==> src/rtl/div_share_ctrl.sv <==
// Purpose: round-robin arbiter in front of one iterative restoring divider shared by two requesters.
// Latency: request handshake in cycle 0 -> response in cycle A_W+1; zero divisor responds in cycle 1.
// Backpressure: one operation in flight; requester readies stay low until the response is taken.
//
// Ports:
//   clk, rst                     rising-edge clock, asynchronous active-high reset
//   reqN_valid/ready/a/b (N=0,1) request channels: dividend a (A_W bits), divisor b (B_W bits)
//   resp_valid/ready             response handshake
//   resp_id/quot/rem/div0        requester index, quotient, remainder, divide-by-zero flag
module div_share_ctrl #(
    parameter int A_W = 4,
    parameter int B_W = 2
) (
    input  logic           clk,
    input  logic           rst,
    input  logic           req0_valid,
    output logic           req0_ready,
    input  logic [A_W-1:0] req0_a,
    input  logic [B_W-1:0] req0_b,
    input  logic           req1_valid,
    output logic           req1_ready,
    input  logic [A_W-1:0] req1_a,
    input  logic [B_W-1:0] req1_b,
    output logic           resp_valid,
    input  logic           resp_ready,
    output logic           resp_id,
    output logic [A_W-1:0] resp_quot,
    output logic [B_W-1:0] resp_rem,
    output logic           resp_div0
);

    localparam int CNT_W = (A_W > 1) ? $clog2(A_W) : 1;
    localparam logic [CNT_W-1:0] LAST_STEP = CNT_W'(A_W - 1);

    typedef enum logic [1:0] {IDLE, CALC, DONE} state_t;

    state_t           state, state_nxt;
    logic             rr_ptr;
    logic             cur_id;
    logic [B_W-1:0]   op_b;
    logic [B_W-1:0]   prem;
    logic [A_W-1:0]   quot_sr;
    logic [CNT_W-1:0] cnt;

    logic             grant0, grant1, accept, acc_id;
    logic [A_W-1:0]   acc_a;
    logic [B_W-1:0]   acc_b;
    logic [B_W:0]     shifted;
    logic             ge;
    logic [B_W-1:0]   diff, prem_nxt;
    logic [A_W-1:0]   quot_nxt;
    logic             last;

    // With a single valid requester it wins outright; on a tie rr_ptr picks.
    assign grant0 = req0_valid && (!req1_valid || !rr_ptr);
    assign grant1 = req1_valid && (!req0_valid ||  rr_ptr);
    assign accept = (state == IDLE) && (grant0 || grant1);
    assign acc_id = grant1;
    assign acc_a  = grant1 ? req1_a : req0_a;
    assign acc_b  = grant1 ? req1_b : req0_b;

    // The stored remainder is always < b, so it fits in B_W bits; only the
    // shifted trial value needs the extra bit. When ge holds, the true
    // difference is < b, so a B_W-bit modular subtract gives it exactly.
    assign shifted  = {prem, quot_sr[A_W-1]};
    assign ge       = shifted >= {1'b0, op_b};
    assign diff     = shifted[B_W-1:0] - op_b;
    assign prem_nxt = ge ? diff : shifted[B_W-1:0];
    assign quot_nxt = {quot_sr[A_W-2:0], ge};
    assign last     = (cnt == LAST_STEP);

    assign resp_valid = (state == DONE);

    always_ff @(posedge clk or posedge rst) begin
        if (rst) begin
            state <= IDLE;
        end else begin
            state <= state_nxt;
        end
    end

    always_comb begin
        state_nxt  = state;
        req0_ready = 1'b0;
        req1_ready = 1'b0;
        case (state)
            IDLE: begin
                req0_ready = grant0;
                req1_ready = grant1;
                if (accept) begin
                    state_nxt = (acc_b == '0) ? DONE : CALC;
                end
            end
            CALC: begin
                if (last) begin
                    state_nxt = DONE;
                end
            end
            DONE: begin
                // Returning to IDLE (not accepting here) keeps a new grant
                // out of the response handshake cycle.
                if (resp_ready) begin
                    state_nxt = IDLE;
                end
            end
            default: state_nxt = IDLE;
        endcase
    end

    // Response fields load only on entry to DONE, so they are frozen while
    // the consumer stalls.
    always_ff @(posedge clk or posedge rst) begin
        if (rst) begin
            rr_ptr    <= 1'b0;
            cur_id    <= 1'b0;
            op_b      <= '0;
            prem      <= '0;
            quot_sr   <= '0;
            cnt       <= '0;
            resp_id   <= 1'b0;
            resp_quot <= '0;
            resp_rem  <= '0;
            resp_div0 <= 1'b0;
        end else begin
            case (state)
                IDLE: begin
                    if (accept) begin
                        rr_ptr  <= ~acc_id;
                        cur_id  <= acc_id;
                        op_b    <= acc_b;
                        prem    <= '0;
                        quot_sr <= acc_a;
                        cnt     <= '0;
                        if (acc_b == '0) begin
                            resp_id   <= acc_id;
                            resp_quot <= '1;
                            resp_rem  <= '0;
                            resp_div0 <= 1'b1;
                        end
                    end
                end
                CALC: begin
                    prem    <= prem_nxt;
                    quot_sr <= quot_nxt;
                    if (last) begin
                        cnt       <= '0;
                        resp_id   <= cur_id;
                        resp_quot <= quot_nxt;
                        resp_rem  <= prem_nxt;
                        resp_div0 <= 1'b0;
                    end else begin
                        cnt <= cnt + 1'b1;
                    end
                end
                default: ;
            endcase
        end
    end

endmodule

==> config.mk <==
export PLATFORM = sky130hd
export DESIGN_NAME = div_share_ctrl
export DESIGN_NICKNAME = d
export VERILOG_FILES = /design/src/rtl/div_share_ctrl.sv
export SDC_FILE = /design/constraint.sdc
export NUM_CORES = 1
export LEC_CHECK = 0
export CAP_MARGIN = 10
export CORE_MARGIN = 1
export CORE_UTILIZATION = 25
export CTS_CLUSTER_DIAMETER = 40
export DETAILED_ROUTE_END_ITERATION = 8
export MAX_ROUTING_LAYER = met4
export PLACE_DENSITY = 0.43
export SLEW_MARGIN = 10
export SYNTH_ARGS = -nofsm -noshare
export SYNTH_HDL_FRONTEND = slang
export SYNTH_SLANG_ARGS = --single-unit
==> constraint.sdc <==
create_clock -name clk -period 1.8 [get_ports clk]
set_input_delay 0.36 -clock clk [delete_from_list [all_inputs] [get_ports clk]]
set_output_delay 0.36 -clock clk [all_outputs]
set_load 0.005 [all_outputs]
==> results of run 1 <==
-- cells in the mapped netlist, drive strengths merged --
master | n | area share, %
mux2 | 1 | 1.3
nand3 | 5 | 2.2
o22a | 3 | 2.3
nor3 | 9 | 4.0
mux2i | 6 | 5.3
a2bb2oi | 1 | 0.78
inv | 7 | 2.3
o32ai | 1 | 0.78
clkbuf | 2 | 0.67
nor2 | 5 | 1.9
ha | 3 | 3.3
nand2b | 3 | 1.9
o2111ai | 1 | 0.78
o211a | 1 | 0.89
nor2b | 3 | 1.7
and3 | 1 | 0.56
o22ai | 2 | 1.1
a211oi | 4 | 2.7
a21o | 2 | 1.3
o21ai | 9 | 4.0
dfrtp | 22 | 49
and2 | 1 | 0.56
o31ai | 2 | 1.3
nand2 | 10 | 3.6
buf | 3 | 1.9
a21oi | 3 | 1.3
or3 | 1 | 0.56
a31oi | 1 | 0.56
o21a | 2 | 1.3
-- power by group --
group          switching [uW]  internal, uW  total (uW)
clock                     164           195         359
sequential                165           710         875
combinational             617           660        1280
-- cells in the final DEF, fill, tap and decap left out, types with 4 or more instances in the layout --
master	instances
clkdlybuf4s50_1	24
buf_4	13
nor3_1	7
clkbuf_8	4
nand3_1	5
dfrtp_1	20
nor2_1	4
a211oi_1	4
inv_1	7
mux2i_1	6
nand2_1	9
o21ai_0	8
-- state kept, by name, indices dropped and copies added (netlist names) --
register / count
resp_quot: 4
resp_id: 1
cnt: 2
quot_sr: 4
rr_ptr: 1
resp_div0: 1
cur_id: 1
op_b: 2
state: 2
prem: 2
resp_rem: 2
-- logic make-up after synthesis --
kind of cell | after synthesis | share of synthesized area (%)
AO/OA/AOI/OAI | 32 | 19.2
adder cells (fa/ha/maj) | 3 | 3.34
flip-flops | 22 | 48.9
multiplexers | 7 | 6.67
buffers and inverters | 12 | 4.89
AND/OR/NAND/NOR | 38 | 16.9
-- layer usage --
metal / up-vias / wire, microns / share of wire [%]
li1: 487 / - / -
met1: 465 / 1270 / 48
met2: 14 / 1280 / 48
met3: 2 / 76 / 2.9
met4: 0 / 26 / 0.98
met5: - / 0 / 0
-- area by class of cell --
type / instances / area share [%]
sequential: 22 / 34.7
multi-input combinational: 80 / 33.3
timing repair buffer: 40 / 22.8
tap: 52 / 4.08
clock buffer: 4 / 3.45
inverter: 7 / 1.65
-- tightest hold or removal path, delay by kind of cell --
| family | cells | cell delay [ns] |
|---|---|---|
| buffers and inverters | 3 | 0.72 |
-- timing repair --
item,CTS,global route
pin swaps,0,0
setup buffers,0,0
setup endpoints to repair,3,3
gates resized for setup,5,5
-- final timing paths --
path / startpoint / end / cells past startpoint
worst max register to register: rr_ptr / resp_quot[3] / 6
worst min-delay path: rst / resp_div0 / 3
max in group asynchronous: rst / state[0] / 3
worst max-delay path: req0_valid / resp_quot[3] / 7
min in group clk: op_b[1] / op_b[1] / 2
worst min register to register: op_b[1] / op_b[1] / 2
-- per-stage QoR --
stage,hold WS (ns),setup slack [ns]
2_1_floorplan,0.349,0.253
3_3_place_gp,0.472,-0.250
3_5_place_dp,0.475,-0.250
4_1_cts,0.441,0.00145
5_1_grt,0.466,0.0146
6_report,0.427,0.102
==> out/metrics.yaml, run 1 <==
outcome:
  outcome: "finished, final reports clean"
placement:
  placed_cells: 201
  hpwl_mm: 2.02
  port-buffer-count: 27
  place_area_sq_um: 1530
  gp_congestion: 0.792
critical_path:
  worstSetupPathType: "input port to flop"
  path_max_fanout: 8
  critPathSlowestCell: "clkdlybuf4s50_1"
  crit_arrival_ns: 1.85
  setup.worst_path.start_class: "input port"
  setup.worst_path.end_class: "flop"
  required_ns: 1.95
  crit_path_max_incr_delay_ns: 0.49
  timing.critical_path.buf_inv: 3
  crit_family: "buffers and inverters"
  r2r_setup_slack_ns: 0.16
  cp_cell_sequence: "clkdlybuf4s50_1, nand2b_2, buf_4, and2_1, o211a_1, buf_4, o22a_1"
  worst_path_most_repeated_cell: "buf_4"
yosys:
  syn-num-nets: 134
  syn_avg_cell_area_sq_um: 9.87
  netlist_area_sq_um: 1120
  yosys_warnings: 0
  synth_cell_type_count: 34
  ys_seq_area_share_pct: 48.9
  ys_ff_latch: 22
  syn-instance-count: 114
floorplan:
  initial_core_util_pct: 26.0
  core-area_sq_um: 4320
  die_x_microns: 69.1
  die-area_sq_um: 4770
  rows: 24
  io_pins: 28
  die_y_microns: 69.1
clocking:
  cts_hold_buffers: 0
  cts_buffers: 3
  h-tree-depth: 1
  cts_root_buffer: "clkbuf_8"
  cts_sinks: 22
  cts.reportedPaths.clkPinSlew_ns: 0.08
  clock_latency_ns: 0.26
  cts_buffer_depth: 2
  cts_tree: "yes"
route:
  routed_wl_mm: 2.65
  routed_via_density: 4.72
  first_iter_violations: 47
  post_drt_wl_per_cell_microns: 12.9
  drt_first_pass_iters: 4
  dr_total_vias: 968
  ant_nets: 0
  post-route-drc-count: 0
grt:
  grt.busiest_layer: "met2"
  gr-usage-met1_pct: 15.5
  grt_max_degree: 23
  grt_use_total_pct: 12.5
  grt_pass1_vias: 953
  grt-ovfl-total: 0
  grt_pass1_wl_mm: 4.55
  grt_use_met3_pct: 3.07
  gr-usage-met2_pct: 19.6
  antenna_found_initial: 0
finish:
  utilization_pct: 36.9
  diodes: 0
  regArea_sq_um: 553
  drive_gt1_share_pct: 17.6
  nNetsFinal: 174
  fillers: 457
  postLayoutCellArea_sq_um: 1600
  stdcell_count: 205
  syn_to_final_growth_pct: 41.8
  multi_input_area_sq_um: 532
power:
  power_density_nw_per_um2: 1570
  peakVddDrop_uv: 622
  p_leak_uw: 0.000718
  total_power_uw: 2510
sta:
  hold_violations: 0
  rsz0062_at_grt: "false"
  worst_pin_slew_ns: 0.395
  fin_crit_sh_pct: 94.4
  setup_tns_ns: 0
  post-route-min-period_ns: 1.70
  fin_skew_ns: 0.00359
  max_slew_margin_pct: 73.7
  setup_violations: 0
  fmaxAchievable_mhz: 589
  drv_slew: 0
worst_hold_path:
  hold_path_class: "input port to async pin"
run:
  maxCapViolCount: 0
Note: power is estimated with default switching activity, not from simulation.
==> run 2: changes to the inputs <==
Settings changed: ABC_AREA from default to 1, GPL_TIMING_DRIVEN from default to 1, SKIP_CTS_REPAIR_TIMING from default to 1.
==> out/metrics.yaml, run 2 <==
outcome:
  outcome: "finished, final reports clean"
floorplan:
  initial_core_util_pct: 26.5
  die_y_microns: 70.4
  core-area_sq_um: 4410
  die_x_microns: 70.4
  io_pins: 28
  rows: 24
  die-area_sq_um: 4960
power:
  clkPwrFrac_pct: 10.5
  p_int_uw: 1660
  p_sw_share_pct: 41.6
  p_leak_uw: 0.000895
  power_density_nw_per_um2: 1680
  p_sw_uw: 1180
  peakVddDrop_uv: 522
  seqPwrFrac_pct: 30.4
  p_comb_share_pct: 59.0
yosys:
  yosysTopAreaCell: "dfrtp_1"
  synth.most_common_cell: "nand2_1"
  ys_ff_latch: 22
  netlist_area_sq_um: 1170
  yosys_warnings: 0
  yosys-top-cells-count: "nand2_1 (48), dfrtp_1 (22), inv_1 (20)"
  syn_avg_cell_area_sq_um: 7.81
  synthDominantCellAreaShare_pct: 47.0
  synth_async_sr_flop_share_pct: 100
  synth_top_flop_cell: "dfrtp_1"
  ys_seq_area_share_pct: 47.0
  synth_cell_type_count: 21
  synthTopCellsByArea: "dfrtp_1 (47%), nand2_1 (15%), nand3_1 (6.8%)"
  syn-num-nets: 170
  synth_edf_count: 0
  syn-instance-count: 150
route:
  dr_total_vias: 1071
  routed_wl_mm: 2.85
  ant_nets: 0
  post_drt_wl_per_cell_microns: 11.6
  routed_via_density: 4.37
  post-route-drc-count: 0
  drt_first_pass_iters: 4
  first_iter_violations: 39
grt:
  antenna_found_initial: 0
  grt_pass1_wl_mm: 4.95
  grt_max_degree: 23
  grt-ovfl-total: 0
  grt_use_total_pct: 12.9
  grt_pass1_vias: 1100
critical_path:
  worst_path_most_repeated_cell: "nand2_2"
  path_max_fanout: 4
  required_ns: 1.44
  crit_path_max_incr_delay_ns: 0.49
  crit_arrival_ns: 1.31
  cp_cell_sequence: "clkdlybuf4s50_1, nand2_2, nand2_2, inv_1, nor2_2, dlymetal6s2s_1"
  worstSetupPathType: "input port to primary output"
  critPathSlowestCell: "clkdlybuf4s50_1"
  setup.worst_path.end_class: "primary output"
  setup.worst_path.start_class: "input port"
  reg2reg_depth: 6
sta:
  hold_violations: 0
  setup_violations: 0
  setup_tns_ns: 0
  drv_slew: 0
  worst_pin_slew_ns: 0.291
  rsz0062_at_grt: "false"
  fmaxAchievable_mhz: 598
  post-route-min-period_ns: 1.67
  fin_skew_ns: 0.00229
  fin_crit_sh_pct: 92.8
  max_slew_margin_pct: 80.6
clocking:
  clock_latency_ns: 0.25
  cts.reportedPaths.clkPinSlew_ns: 0.08
  h-tree-depth: 1
  cts_tree: "yes"
  cts_root_buffer: "clkbuf_8"
  cts_buffer_depth: 2
  cts_sinks: 22
  cts_buffers: 3
finish:
  top_regs: "quot_sr (4), resp_quot (4)"
  fillers: 461
  drive_gt1_share_pct: 17.1
  diodes: 0
  syn_to_final_growth_pct: 44.3
  nNetsFinal: 215
  mostFrequentLayoutCells: "nand2_1 (46), clkdlybuf4s50_1 (23), dfrtp_1 (22), inv_1 (20), nand3_1 (16)"
  layout_commonest_cell: "nand2_1"
  stdcell_count: 245
run:
  maxCapViolCount: 0
placement:
  gp_congestion: 0.734
  hpwl_mm: 2.29
  placed_cells: 241
  port-buffer-count: 27
worst_hold_path:
  hold_path_class: "input port to async pin"
[run 2: routing by layer]
layer  global-route usage (%)  share of wire (%)  up-vias  routed length, microns
met5                        -                  0        -                       0
met4                     3.56                1.1        0                      31
met3                     1.59                3.0        2                      86
met2                     22.4                 50       22                    1440
met1                     15.6                 46      481                    1300
li1                         -                  -      566                       -
[run 2: cell type report]
class	count	area [sq um]	area share, %
Clock buffer	3	41.3	2.44
Timing Repair Buffer	41	398	23.5
Sequential cell	22	551	32.6
Multi-Input combinational cell	105	553	32.7
Inverter	22	82.6	4.89
Tap cell	52	65.1	3.85
[run 2: power by group through the flow]
stage          sequential [uW]  clock, uW  combinational (uW)
5_1_grt                    898        333                1910
3_3_place_gp               868          0                1660
4_1_cts                    865        320                1670
2_1_floorplan              871          0                 993
3_5_place_dp               874          0                1670
6_report                   866        300                1680
[run 2: path summary, 6_finish.rpt]
| check | startpoint | end | slack, ns |
|---|---|---|---|
| max in group asynchronous | rst | resp_quot[3] | 1.13 |
| worst max-delay path | req0_valid | req0_ready | 0.13 |
| min in group clk | resp_id | resp_id | 0.47 |
| worst max register to register | state[1] | quot_sr[3] | 0.32 |
| worst min-delay path | rst | prem[1] | 0.44 |
| worst min register to register | resp_id | resp_id | 0.47 |
[run 2: worst max-delay path: cells and delay by family]
kind | cells | cell delay [ns]
buffers and inverters | 3 | 0.69
and+or+nand+nor | 3 | 0.26
[run 2: cell families (layout without fill, tap and decap cells)]
family | after synthesis | count (layout) | share of synthesized area, %
flops | 22 | 22 | 47.0
fa+ha+maj | 3 | 3 | 3.21
xor+xnor | 1 | 1 | 0.748
simple gates | 83 | 83 | 32.8
compound gates | 18 | 18 | 8.76
buf+inv | 23 | 66 | 7.48
[run 2: metrics by stage]
| stage | total power (uW) | hold WS, ns | instance area, sq um | setup WS (ns) | util (%) |
|---|---|---|---|---|---|
| 3_3_place_gp | 2530 | 0.456 | 1610 | -0.258 | 36.5 |
| 5_1_grt | 3140 | 0.481 | 1690 | 0.0347 | 38.3 |
| 6_report | 2840 | 0.442 | 1690 | 0.129 | 38.3 |
| 4_1_cts | 2860 | 0.451 | 1650 | -0.305 | 37.4 |
| 3_5_place_dp | 2540 | 0.458 | 1610 | -0.291 | 36.5 |
| 2_1_floorplan | 1860 | 0.349 | 1170 | 0.453 | - |
==> run 3: changes to the inputs <==
--- a/config.mk
+++ b/config.mk
@@ -20,2 +20,3 @@
 export SYNTH_HDL_FRONTEND = slang
 export SYNTH_SLANG_ARGS = --single-unit
+export TNS_END_PERCENT = 100
==> constraint.sdc (replaced) <==
create_clock -name clk -period 1.8 [get_ports clk]
set_input_delay 0.36 -clock clk [delete_from_list [all_inputs] [get_ports clk]]
set_output_delay 0.36 -clock clk [all_outputs]
set_load 0.05 [all_outputs]
==> out/metrics.yaml, run 3 (synthesized netlist as in run 2, its figures left out) <==
outcome:
  outcome: "finished, final reports clean"
sta:
  worst_pin_slew_ns: 0.293
  drv_slew: 0
  fin_crit_sh_pct: 97.2
  whs_ns: 0.430
  max_slew_margin_pct: 80.5
  setup_violations: 0
  hold_violations: 0
  fmaxAchievable_mhz: 571
  fin_skew_ns: 0.00828
  post-route-min-period_ns: 1.75
clocking:
  cts_sinks: 22
  cts_buffers: 3
  cts_buffer_depth: 2
  cts_tree: "yes"
  cts_root_buffer: "clkbuf_8"
  cts.reportedPaths.clkPinSlew_ns: 0.09
  h-tree-depth: 1
  clock_latency_ns: 0.27
power:
  p_int_uw: 1790
  peakVddDrop_uv: 535
  seqPwrFrac_pct: 26.0
  clkPwrFrac_pct: 13.7
  p_comb_share_pct: 60.3
  p_leak_uw: 0.000864
  p_sw_uw: 1620
  p_sw_share_pct: 47.5
  power_density_nw_per_um2: 2020
route:
  post_drt_wl_per_cell_microns: 12.2
  ant_nets: 0
  routed_wl_mm: 2.95
  dr_total_vias: 1064
  drt_first_pass_iters: 4
  routed_via_density: 4.41
  post-route-drc-count: 0
  first_iter_violations: 31
floorplan:
  die_y_microns: 70.4
  die-area_sq_um: 4960
  die_x_microns: 70.4
  initial_core_util_pct: 26.5
  rows: 24
  io_pins: 28
  core-area_sq_um: 4410
finish:
  stdcell_count: 241
  mostFrequentLayoutCells: "nand2_1 (45), dfrtp_1 (22), inv_1 (20), nand3_1 (16), buf_4 (16)"
  diodes: 0
  top_regs: "quot_sr (4), resp_quot (4)"
  nNetsFinal: 210
  fillers: 456
  regArea_sq_um: 551
  syn_to_final_growth_pct: 44.3
  layout_commonest_cell: "nand2_1"
  drive_gt1_share_pct: 21.2
  multi_input_area_sq_um: 558
placement:
  hpwl_mm: 2.25
  placed_cells: 235
  port-buffer-count: 27
  gp_congestion: 0.807
critical_path:
  required_ns: 1.44
  setup.worst_path.end_class: "primary output"
  r2r_setup_slack_ns: 0.33
  worstSetupPathType: "input port to primary output"
  crit_arrival_ns: 1.39
  setup.worst_path.start_class: "input port"
  path_max_fanout: 4
run:
  maxCapViolCount: 0
grt:
  grt-ovfl-total: 0
  grt_pass1_wl_mm: 5.14
  grt_pass1_vias: 1114
  grt_max_degree: 23
  grt_use_total_pct: 13.6
  antenna_found_initial: 0
worst_hold_path:
  hold_path_class: "input port to async pin"
## run 3: cell types whose count changed in the layout (fill, tap and decap cells not counted)
cell and change:
nand2_1 -1, bufinv_16 +1, dlymetal6s2s_1 -3, nor2_1 +1, buf_4 +3, nand2_2 +1
nor2_2 -2, clkdlybuf4s50_1 -8, buf_12 +3, nor2_4 +1
## run 3: power groups by stage
stage	sequential, uW	combinational (uW)	clock [uW]
after detailed placement	889	2030	0
final	888	2060	468
after global placement	884	2010	0
after global routing	920	2290	499
after CTS	882	2040	480
after floorplan	1150	1080	0
## run 3: layout make-up
| cell class | count | area share (%) |
|---|---|---|
| Clock inverter | 1 | 1.78 |
| Tap cell | 52 | 3.85 |
| Inverter | 22 | 4.89 |
| Timing Repair Buffer | 36 | 21.5 |
| Multi-Input combinational cell | 105 | 33.0 |
| Clock buffer | 3 | 2.44 |
| Sequential cell | 22 | 32.6 |
## run 3: path summary, 6_finish.rpt
check / start / cells after the start / end
setup reg to reg: rr_ptr / 10 / resp_quot[3]
setup / recovery: req0_valid / 6 / req0_ready
hold / removal: rst / 3 / resp_quot[1]
min in group clk: resp_id / 2 / resp_id
hold reg to reg: resp_id / 2 / resp_id
max in group asynchronous: rst / 3 / prem[0]
## run 3: stage by stage
stage                     setup TNS (ns)  power, uW  util (%)  area (sq um)  worst slack [ns]
after floorplan                        0       2240         -          1170             0.114
after global placement           -0.0313       2890      35.8          1580           -0.0285
after detailed placement         -0.0992       2920      35.8          1580           -0.0182
after CTS                        -0.0337       3400      37.4          1650           -0.0319
after global routing             -0.0164       3710      38.3          1690           -0.0164
final                                  0       3420      38.3          1690            0.0500
## run 3: worst max-delay path: stages
cell and delay, ns:
clkdlybuf4s50_1 0.49, nand2_2 0.09, nand2_4 0.09, inv_1 0.08, nor2_4 0.14, buf_12 0.15
## run 3: metal layers
metal | share of wire, % | global-route usage, % | up-vias
li1 | - | - | 558
met1 | 48 | 17.9 | 471
met2 | 46 | 21.1 | 31
met3 | 4.0 | 1.30 | 4
met4 | 1.7 | 6.00 | 0
met5 | 0 | - | -
==> RTL edit, RTL diff (flow settings as in run 3) <==
`B_W`: 2 -> 4.
--- a/src/rtl/div_share_ctrl.sv
+++ b/src/rtl/div_share_ctrl.sv
@@ -11,3 +11,3 @@
     parameter int A_W = 4,
-    parameter int B_W = 2
+    parameter int B_W = 4
 ) (
Interface: changed (resized req0_b, req1_b and resp_rem); port bits go from 28 to 34. The function was not compared with the original's and may differ.
==> RTL edit against run 3 <==
Die area is 33% higher. Total power increased by 28%. Via count rose by 34%. Clock skew shrank 0.0064 ns. Sequential cell count increased by 6. Combinational power increased by 37%. Wire length up 31%. Count of clock-buffer cells in the layout increased by 1. Worst setup slack improved by 0.027 ns. Design area rose by 33%. Clock power decreased by 14%. Sequential power increased by 27%. Synthesized area is 34% higher. Sequential share of layout area decreased by 1.4 points. Critical path type is now register to primary output. Critical endpoint unchanged.
==> RTL edit: results <==
metrics = {
    "setup_path": {
        "cp_max_fo": 3,
        "cpLargestDelayFamily": "flip-flops",
        "startpoint": "state[1]",
        "reg2reg_to": "resp_rem[3]",
        "worst_path_largest_cell_delay_ns": 0.46,
        "rr_worst_depth": 9,
        "r2r-start": "prem[1]",
        "worst-r2r-setup-slack_ns": 0.14,
        "critPathSlowestCell": "dfrtp_2",
        "cp.arrival_ns": 1.36,
    },
    "detailed_routing": {
        "viasPerCell": 4.32,
        "drt-met1-wl_um": 1940,
        "wl_met2_um": 1720,
        "drt_iter0_drc": 53,
        "met3_length_um": 116,
        "drt_wl_total_um": 3860,
    },
    "logic_synthesis": {
        "yosys-top-cells-area": "dfrtp_1 45%, nand2_1 13%, nand3_1 7.4%, nand2_2 5.2%, ha_1 4.0%",
        "syn-instance-count": 194,
        "ys_types": 29,
        "synth.yosys.seq_area_share_pct": 44.8,
        "yosys-top-cells-count": "54 x nand2_1, 28 x dfrtp_1, 23 x nand3_1, 15 x inv_1, 13 x nand2_2",
        "syn-num-nets": 221,
    },
    "placement": {
        "dp_hpwl_um": 3090,
        "pre_cts_ws_ns": -0.176,
        "dp_cells": 324,
        "gp_congestion": 0.812,
        "place_area_um2": 2160,
        "io_buffers": 33,
    },
    "timing": {
        "finalClockSkew_ns": 0.00191,
        "period_share_pct": 95.7,
        "relSlewSlack_pct": 74.9,
        "holdWs_ns": 0.438,
    },
    "cts": {
        "clockRootBuffer": "clkbuf_8",
        "numCtsBuffers": 3,
    },
    "finish": {
        "nets": 283,
        "instances_no_fill": 330,
        "drive_gt1_share_pct": 28.2,
    },
    "global_routing": {
        "grt_max_degree": 29,
        "grt_pass1_wl_um": 6500,
        "track_usage_pct": 13.6,
        "use_met1_pct": 17.4,
        "grt_use_met3_pct": 1.35,
        "met2_usage_pct": 22.0,
        "first_global_vias": 1386,
    },
    "power": {
        "power.leakage_nw": 1.16,
        "ir_drop_uv": 677,
    },
    "outcome": {
        "outcome": "finished, final reports clean",
    },
}
RTL edit: cell count changes after synthesis, sizes merged, moves of 2 or more:
cell    delta
buf        +2
nand3      +7
o211ai     +2
nor2       +3
nand2     +18
inv        -2
dfrtp      +6
ha         +2
a21oi      +2
RTL edit: cell type report:
type / instances / area, um^2
multi-input combinational: 142 / 771
tap: 75 / 93.8
fill: 632 / 3740
sequential: 28 / 702
inverter: 20 / 77.6
timing repair buffer: 61 / 551
clock buffer: 4 / 55.1
RTL edit: where the power goes:
| group | leakage [nW] | internal, mW | switching [mW] |
|---|---|---|---|
| logic | 0.789 | 1.15 | 1.69 |
| registers | 0.347 | 0.929 | 0.203 |
| clock network | 0.0288 | 0.196 | 0.207 |
| total | 1.16 | 2.27 | 2.10 |
RTL edit: logic make-up after synthesis:
family	share of synthesized area, %
simple gates	33.8
fa+ha+maj	5.28
flops	44.8
compound gates	8.56
xor+xnor	0.560
buf+inv	7.04
